<file path="src/rtl/cpu_ctrl_pkg.sv">
// Shared opcodes, write-data select codes and FSM states
// for the control sequencer and its return stack.
package cpu_ctrl_pkg;

  localparam logic [3:0] OP_SYS  = 4'h0;
  localparam logic [3:0] OP_LI   = 4'h1;
  localparam logic [3:0] OP_JMP  = 4'h2;
  localparam logic [3:0] OP_JZ   = 4'h3;
  localparam logic [3:0] OP_JNZ  = 4'h4;
  localparam logic [3:0] OP_CALL = 4'h5;
  localparam logic [3:0] OP_RET  = 4'h6;
  localparam logic [3:0] OP_IN   = 4'h7;

  localparam logic [15:0] HALT_WORD = 16'h0FFF;

  localparam logic [1:0] WD_ALU = 2'b00;
  localparam logic [1:0] WD_IMM = 2'b01;
  localparam logic [1:0] WD_IO  = 2'b10;

  typedef enum logic [1:0] {
    ST_RUN,
    ST_WAIT_IO,
    ST_HALT
  } state_t;

endpackage

</file>
<file path="src/rtl/return_stack.sv">
// LIFO of return addresses; the pointer saturates instead of wrapping,
// so callers must gate push with full and pop with empty.
module return_stack #(
  parameter int DEPTH = 4,
  parameter int W     = 10
) (
  input  logic         clk,
  input  logic         reset,
  input  logic         push,
  input  logic         pop,
  input  logic [W-1:0] data,
  output logic [W-1:0] top,
  output logic         full,
  output logic         empty
);

  localparam int AW = $clog2(DEPTH);

  logic [AW:0]   sp;
  logic [W-1:0]  mem [DEPTH];
  logic [AW-1:0] wr_idx;
  logic [AW-1:0] rd_idx;

  assign wr_idx = sp[AW-1:0];
  assign rd_idx = wr_idx - 1'b1;
  assign full   = (sp == (AW+1)'(DEPTH));
  assign empty  = (sp == '0);
  assign top    = mem[rd_idx];

  always_ff @(posedge clk) begin
    if (reset) begin
      sp <= '0;
    end else if (push && !full) begin
      sp <= sp + 1'b1;
    end else if (pop && !empty) begin
      sp <= sp - 1'b1;
    end
  end

  always_ff @(posedge clk) begin
    if (!reset && push && !full) begin
      mem[wr_idx] <= data;
    end
  end

endmodule

</file>
<file path="src/rtl/control_sequencer.sv">
// PC, zero flag, return stack and instruction decode for
// the 16-bit ALU/regfile datapath, with IO stall and timeout.
module control_sequencer
  import cpu_ctrl_pkg::*;
#(
  parameter int PC_W        = 10,
  parameter int STACK_DEPTH = 4,
  parameter int IO_TIMEOUT  = 16
) (
  input  logic            clk,
  input  logic            reset,
  input  logic [15:0]     instr,
  input  logic            zero,
  input  logic            io_ready,
  output logic [PC_W-1:0] pc,
  output logic [2:0]      op_alu,
  output logic [3:0]      ra1,
  output logic [3:0]      ra2,
  output logic [3:0]      wa,
  output logic            we3,
  output logic [1:0]      wd_sel,
  output logic [7:0]      imm,
  output logic            io_req,
  output logic [1:0]      io_port,
  output logic            halted,
  output logic            stack_err,
  output logic            io_err
);

  localparam int CW = $clog2(IO_TIMEOUT + 1);

  state_t          state;
  logic            zflag;
  logic [CW-1:0]   cnt;
  logic [3:0]      opc;
  logic            is_alu, is_li, is_jmp, is_jz, is_jnz;
  logic            is_call, is_ret, is_in, is_halt;
  logic            run, active, push, pop, full, empty;
  logic [PC_W-1:0] pc_inc, tgt, top;

  assign opc     = instr[15:12];
  assign is_alu  = instr[15];
  assign is_li   = (opc == OP_LI);
  assign is_jmp  = (opc == OP_JMP);
  assign is_jz   = (opc == OP_JZ);
  assign is_jnz  = (opc == OP_JNZ);
  assign is_call = (opc == OP_CALL);
  assign is_ret  = (opc == OP_RET);
  assign is_in   = (opc == OP_IN);
  assign is_halt = (instr == HALT_WORD);

  assign pc_inc = pc + 1'b1;
  assign tgt    = instr[PC_W-1:0];
  assign run    = !reset && (state == ST_RUN);
  assign active = !reset && (state != ST_HALT);
  assign push   = run && is_call && !full;
  assign pop    = run && is_ret && !empty;

  return_stack #(
    .DEPTH (STACK_DEPTH),
    .W     (PC_W)
  ) u_stack (
    .clk   (clk),
    .reset (reset),
    .push  (push),
    .pop   (pop),
    .data  (pc_inc),
    .top   (top),
    .full  (full),
    .empty (empty)
  );

  // WAIT_IO keeps decoding the held IN word since pc is frozen there
  always_comb begin
    op_alu  = instr[14:12];
    ra1     = instr[11:8];
    ra2     = instr[7:4];
    wa      = instr[3:0];
    imm     = instr[11:4];
    io_port = instr[5:4];
    we3     = 1'b0;
    wd_sel  = WD_ALU;
    io_req  = 1'b0;
    if (active) begin
      unique case (1'b1)
        is_alu: we3 = 1'b1;
        is_li: begin
          we3    = 1'b1;
          wd_sel = WD_IMM;
        end
        is_in: begin
          io_req = 1'b1;
          we3    = io_ready;
          wd_sel = WD_IO;
        end
        default: ;
      endcase
    end
  end

  always_ff @(posedge clk) begin
    if (reset) begin
      state     <= ST_RUN;
      pc        <= '0;
      zflag     <= 1'b0;
      cnt       <= '0;
      halted    <= 1'b0;
      stack_err <= 1'b0;
      io_err    <= 1'b0;
    end else begin
      unique case (state)
        ST_RUN: begin
          unique case (1'b1)
            is_halt: begin
              state  <= ST_HALT;
              halted <= 1'b1;
            end
            is_alu: begin
              zflag <= zero;
              pc    <= pc_inc;
            end
            is_jmp: pc <= tgt;
            is_jz:  pc <= zflag ? tgt : pc_inc;
            is_jnz: pc <= zflag ? pc_inc : tgt;
            is_call: begin
              pc <= full ? pc_inc : tgt;
              if (full) stack_err <= 1'b1;
            end
            is_ret: begin
              pc <= empty ? pc_inc : top;
              if (empty) stack_err <= 1'b1;
            end
            is_in: begin
              if (io_ready) begin
                pc <= pc_inc;
              end else begin
                state <= ST_WAIT_IO;
                cnt   <= CW'(1);
              end
            end
            default: pc <= pc_inc;
          endcase
        end
        ST_WAIT_IO: begin
          if (io_ready) begin
            pc    <= pc_inc;
            state <= ST_RUN;
            cnt   <= '0;
          end else if (cnt == CW'(IO_TIMEOUT - 1)) begin
            // this cycle is the IO_TIMEOUT-th with io_req high
            io_err <= 1'b1;
            pc     <= pc_inc;
            state  <= ST_RUN;
            cnt    <= '0;
          end else begin
            cnt <= cnt + 1'b1;
          end
        end
        ST_HALT: ;
        default: state <= ST_RUN;
      endcase
    end
  end

endmodule

</file>
<file path="config.mk">
export PLATFORM = sky130hd
export DESIGN_NAME = control_sequencer
export DESIGN_NICKNAME = d
export VERILOG_FILES = /design/src/rtl/cpu_ctrl_pkg.sv /design/src/rtl/return_stack.sv /design/src/rtl/control_sequencer.sv
export SDC_FILE = /design/constraint.sdc
export NUM_CORES = 1
export LEC_CHECK = 0
export BUFFER_PORTS_ARGS = -buffer_cell sky130_fd_sc_hd__buf_4
export CAP_MARGIN = 20
export CORE_UTILIZATION = 55
export DETAILED_ROUTE_END_ITERATION = 16
export GPL_TIMING_DRIVEN = 0
export PLACE_DENSITY = 0.76
export SETUP_SLACK_MARGIN = 0.2
export SLEW_MARGIN = 20
export SYNTH_ARGS = -nofsm -noshare
export SYNTH_HDL_FRONTEND = slang
export SYNTH_SLANG_ARGS = --single-unit
</file>
<file path="constraint.sdc">
create_clock -name clk -period 3.25 [get_ports clk]
set_input_delay 0.975 -clock clk [delete_from_list [all_inputs] [get_ports clk]]
set_output_delay 0.975 -clock clk [all_outputs]
set_load 0.03 [all_outputs]
</file>
== Word-level counts from Yosys, hierarchy flattened ==
Memory sizes are Yosys's and may differ from the RTL's.
Index checks and enable logic that the tools add are counted.
Operators by class
  eq/ne operators: 22
  $add $sub $neg: 5
  multiplexer cells: 32
  reduce and logical (&&, ||, !) cells: 26
  bitwise gates (word level): 2
Operators by type and width (count)
  2-to-1 mux 10 bit: 7
  one-hot mux 10 bit (7 select lines): 1
  2-to-1 mux 5 bit: 4
  one-hot mux 10 bit (2 select lines): 1
  == test 16 x 12 -> 1 bit, second input constant: 1
  == test 4 x 3 -> 1 bit, second input constant: 4
  != test 3 bit, second input constant: 4
  AND reduction 4 bit: 3
  adder 10 x 1 -> 10 bit, second input constant: 1
  logical AND 1 bit: 10
  one-hot mux 5 bit (2 select lines): 1
  == test 4 x 2 -> 1 bit, second input constant: 2
  2-to-1 mux 2 bit: 4
  != test 2 bit, second input constant: 4
  one-hot mux 2 bit (2 select lines): 2
  2-to-1 mux 1 bit: 7
  2-to-1 mux 3 bit: 2
  one-hot mux 2 bit (3 select lines): 1
  AND reduction 3 bit: 2
  nonzero test 2 bit: 3
  adder 5 x 1 -> 5 bit, second input constant: 1
  == test 5 x 4 -> 1 bit, second input constant: 1
  == test 4 x 1 -> 1 bit, second input constant: 1
  != test 2 x 1 -> 1 bit, second input constant: 2
  13 further kinds: 18
Storage, ports and cells
  register bits after elaboration: 24
  memories: 1
  memory bits (writable): 40
  logic and storage cells: 96
  input bits: 20
  output and inout bits: 42
Memories
  u_stack.mem: words 4, bits a word 10, rd ports 1, clocked after Yosys merged registers in 0, wr ports 1, line return_stack.sv:20  | logic [W-1:0] mem [DEPTH];

== Depth between registers and ports, before layout ==
  depth in word-level cells: 8
  gate-level depth with buffers: 12
  gate-level depth less buffers: 11

== By module ==
From an unflattened synthesis, not the netlist that was laid out.
Second synthesis, totals
  cell total of the unflattened synthesis: 304
  area, all modules: 3489.6 um^2
By module, submodules not included
  return_stack: sequential area each 1261.2 um^2, times used 1, cells each 89, area each 1765.4 um^2
  control_sequencer: sequential area each 420.4 um^2, times used 1, cells each 215, area each 1724.2 um^2

== Least setup slack after synthesis ==
Ideal clock, no wire load.
  path type: input port to output port
  start: input port instr[12]
  end: output port wd_sel[0]
  arrival: 2262 ps
  path buffers: 1
  data required time: 2275 ps
  cell stages on the path: 3
  setup slack: 13 ps
  cells stage by stage: clkbuf_1 > nand2b_1 > nor4_1
Between the ends
  word-level cells in the longest chain between the ends: 3
  elaborated cells between the ends (all ways): 4
  those cells by class: eq/ne (2); mux (2)
Ends and longest elaborated chain
  from (decl): line control_sequencer.sv:12  | input logic [15:0] instr,
  == test 4 x 3 -> 1 bit or == test 4 x 1 -> 1 bit (tied branches): line control_sequencer.sv:49, control_sequencer.sv:43
  one-hot mux 2 bit (2 select lines) *: line control_sequencer.sv:85  | unique case (1'b1)
  2-to-1 mux 2 bit *: line control_sequencer.sv:84  | if (active) begin
  to (decl): line control_sequencer.sv:21  | output logic [1:0] wd_sel,
Mark *: on every way between the ends. The rest lies on a longest branch, timed or not.

== Final worst setup path ==
Ends and elaborated chain as after synthesis.

==> results.md <==
- Sw frac: 26.1%
- Post-synthesis average cell area: 11.4 um^2
- Fin util: around 72%
- Cell mode on critical path: buf_4
- Worst R2R Setup Slack: 420 ps
- GPL Wtd Cong: 0.845
- Final Skew: about 11 ps
- Post-route cell area: 4100 um^2
- Met1 Usage GRT: 36.6%
- Busiest grt layer: met2
- Initial core utilization: between 50% and 60%
- Max Cap Viol: 0
- Fmax achieved: 340 MHz
- Rows: 27
- Post-synthesis sequential area ratio: 50.5%
- Min Tclk post-route: 2940 ps
- Number of synthesized flops with an enable pin: 40
- Commonest non-fill, non-tap cell in the layout: buf_4
- R2R cell count: 12
- GR Util met2: 39.9%
- Cell Area, Placed: 3870 um^2
- Post-synth cell types: 51
- Buffers on Ports: 59
- Initial antenna violation count: 0
- CP endpoint: wd_sel[0]
- NetSw: 508 uW
- Crit path required time: 2270 ps
- Tightest Pin Transition: 554 ps
- H-Tree Depth: 3
- Worst vdd ir: approximately 0.46 mV
- Crit path max-delay cell type: clkbuf_1
- Internal: 1.44 mW
- R2R Path End: u_stack.sp[2]$_SDFFE_PP0P_
- CTS tree: built
- Top_reg_cell synth: edfxtp_1
- Comb pwr share: 14.4%
- CP Class: in -> out
- Synth warn: 0
- Max clock buf depth: 2
- Unrepaired setup endpoints after global routing: yes
- Die W: 79.8 um
- Syn Inst Count: about 290
- Gr ovfl total: 0
- Die H: 79.8 um
- GRT met3 Usage: 4.23%
- Antenna cells: 0
- Vias in the first global route: 2368
- Total core area: 5680 um^2
- Clock group share of total power: about two fifths
- 1st-pass router iterations: 4
- Ranking of synthesized cells by area: edfxtp_1, dfxtp_1, mux4_2
- Fillers: 420
- Hold WC Path Type: reg -> reg
- CP peak stage delay: 320 ps
- Slew Viols, Final: 0
- Relative slew slack: 62.8%
- Mapped cell area: 3330 um^2
- Syn_nets: 318
- I/O Pins: 62
- Final net count: around 390
- Most frequent cells in the layout: buf_4, edfxtp_1, nor2_1
- Worst Setup End Kind: primary output
- Layout area overhead: 23.3%
- Non-Filler Instances: 438
- Die area: 6370 um^2
- Critical Path Source Type: primary input
- First-pass GRT wire length: 12100 um
- Leading area contributor after synthesis: edfxtp_1
- CP cell instances: buf_4, clkbuf_1, nand2b_1, nor4_2, buf_4
- Final setup fails: 0
- Vias: 2560
- Antenna-violating nets left: 0
- Setup Buffers After CTS: 0
- Clock Latency Late Sink: 350 ps
- CTS Root Buffer Type: clkbuf_8
- Largest net degree at the start of global routing: 14
- WL/cell: 17.2 um
- Cts bufs inserted: 9
- Post-synth top area share: 36.1%
- Clock transition at path regs: around 70 ps
- Dpl hpwl: between 5000 and 6000 um
- Async SR Flop Fraction: 0%
- DRT iter0 DRCs: roughly 180
- Arrival time worst endpoint: 1970 ps
- Synth Register Bits: 64
- Leakage: ~1.6 nW
- Largest fanout on the critical path: 10
- Part of the power in registers: 45.9%
- Routed wire length: 7550 um
- Detailed-route DRC error count: 0
- Drt via density: 5.84
- Worst Hold Depth: 1
- Status: completed
- Cells after DPL: around 420
- Final Hold Vio Count: 0
- GRT Util Overall: a little over a quarter
- Final period util: 90.5%
- Crit path launch: instr[12]
- R2r startpoint: u_stack.sp[0]$_SDFFE_PP0P_
- Clock sinks: 64
- Layout cells sized above 1: 35.5%
- Pwr/cell area: 474 nW/um^2
## stage by stage
step	TNS, ps	total power [mW]	setup slack (ps)	hold WS [ps]
6_report	0	1.94	309	472
5_1_grt	0	2.01	133	494
4_1_cts	0	1.95	219	475
3_5_place_dp	-77.9	1.19	-77.9	460
3_3_place_gp	-28.2	1.18	-28.2	455
2_1_floorplan	0	1.09	340	452
## kinds of logic after synthesis
group / after synthesis / share of synthesized area [%]
and+or+nand+nor: 95 / 15.9
DFF: 64 / 50.5
AOI/OAI and AO/OA: 54 / 11.8
muxes: 12 / 7.37
xor gates and xnor gates: 10 / 2.63
buffers and inverters: 49 / 8.98
adders and majority gates: 7 / 2.86
## state kept, by name, indices dropped and copies added (netlist names)
register and flops:
u_stack.mem 40, pc 10, cnt 5, u_stack.sp 3, state 2, halted 1
io_err 1, stack_err 1, zflag 1
## synth_stat cells, types with 2 or more instances
cell type / count
a211oi_1: 9
a21oi_1: 10
a22o_1: 8
a22oi_1: 8
a31oi_1: 4
and2_1: 4
and3_1: 4
and4b_1: 2
buf_1: 3
buf_2: 5
buf_4: 25
buf_6: 2
clkbuf_1: 6
dfxtp_1: 24
edfxtp_1: 40
ha_1: 6
inv_1: 8
mux2i_1: 2
mux4_2: 10
nand2_1: 12
nand2b_1: 4
nand3_1: 8
nand3b_1: 2
nand4_1: 5
nand4b_1: 3
nor2_1: 31
nor2b_1: 2
nor3_1: 4
nor3b_1: 4
nor4_1: 2
o21ai_0: 4
o21ai_2: 2
or2_2: 2
xnor2_1: 8
xor2_1: 2
## timing repair
action / CTS / global route
gates cloned: 0 / 0
resized for setup: 1 / 5
setup endpoints to repair: 1 / 5
hold buffers: 0 / 0
## power by group through the flow
stage / Combinational, mW / Sequential (mW) / Clock, mW
floorplan: 0.166 / 0.923 / 0
global placement: 0.271 / 0.910 / 0
detailed placement: 0.276 / 0.911 / 0
CTS: 0.279 / 0.893 / 0.775
global route: 0.300 / 0.895 / 0.810
finish: 0.280 / 0.893 / 0.771
## worst max-delay path, delay by kind of cell
family / cells / cell delay, ps
buffers and inverters: 3 / 620
AND/OR/NAND/NOR: 2 / 370
## cell type report
class,count,area (um^2),share of cell area (%)
buffer,41,274,6.68
clock buffer,9,124,3.02
clock inverter,7,101,2.47
inverter,8,30.0,0.732
multi-input combinational,178,1360,33.1
sequential,64,1680,41.0
tap,72,90.1,2.20
timing repair buffer,59,443,10.8
## worst min-delay path by stage
stage	start	end	slack [ps]
3_3_place_gp	stack_err$_SDFFE_PP0P_	stack_err$_SDFFE_PP0P_	450
6_report	cnt[4]$_SDFFE_PP0P_	cnt[4]$_SDFFE_PP0P_	470
2_1_floorplan	cnt[4]$_SDFFE_PP0P_	cnt[4]$_SDFFE_PP0P_	450
4_1_cts	cnt[4]$_SDFFE_PP0P_	cnt[4]$_SDFFE_PP0P_	470
5_1_grt	cnt[4]$_SDFFE_PP0P_	cnt[4]$_SDFFE_PP0P_	490
3_5_place_dp	stack_err$_SDFFE_PP0P_	stack_err$_SDFFE_PP0P_	460
## metal layers
metal / vias up / wire length (um) / part of all wire (%)
met5: - / 0 / 0
met4: 0 / 163 / 2.2
met3: 15 / 472 / 6.2
met2: 75 / 3570 / 47
met1: 1261 / 3350 / 44
li1: 1209 / - / -
No activity file was read; power rests on OpenSTA's default activity.
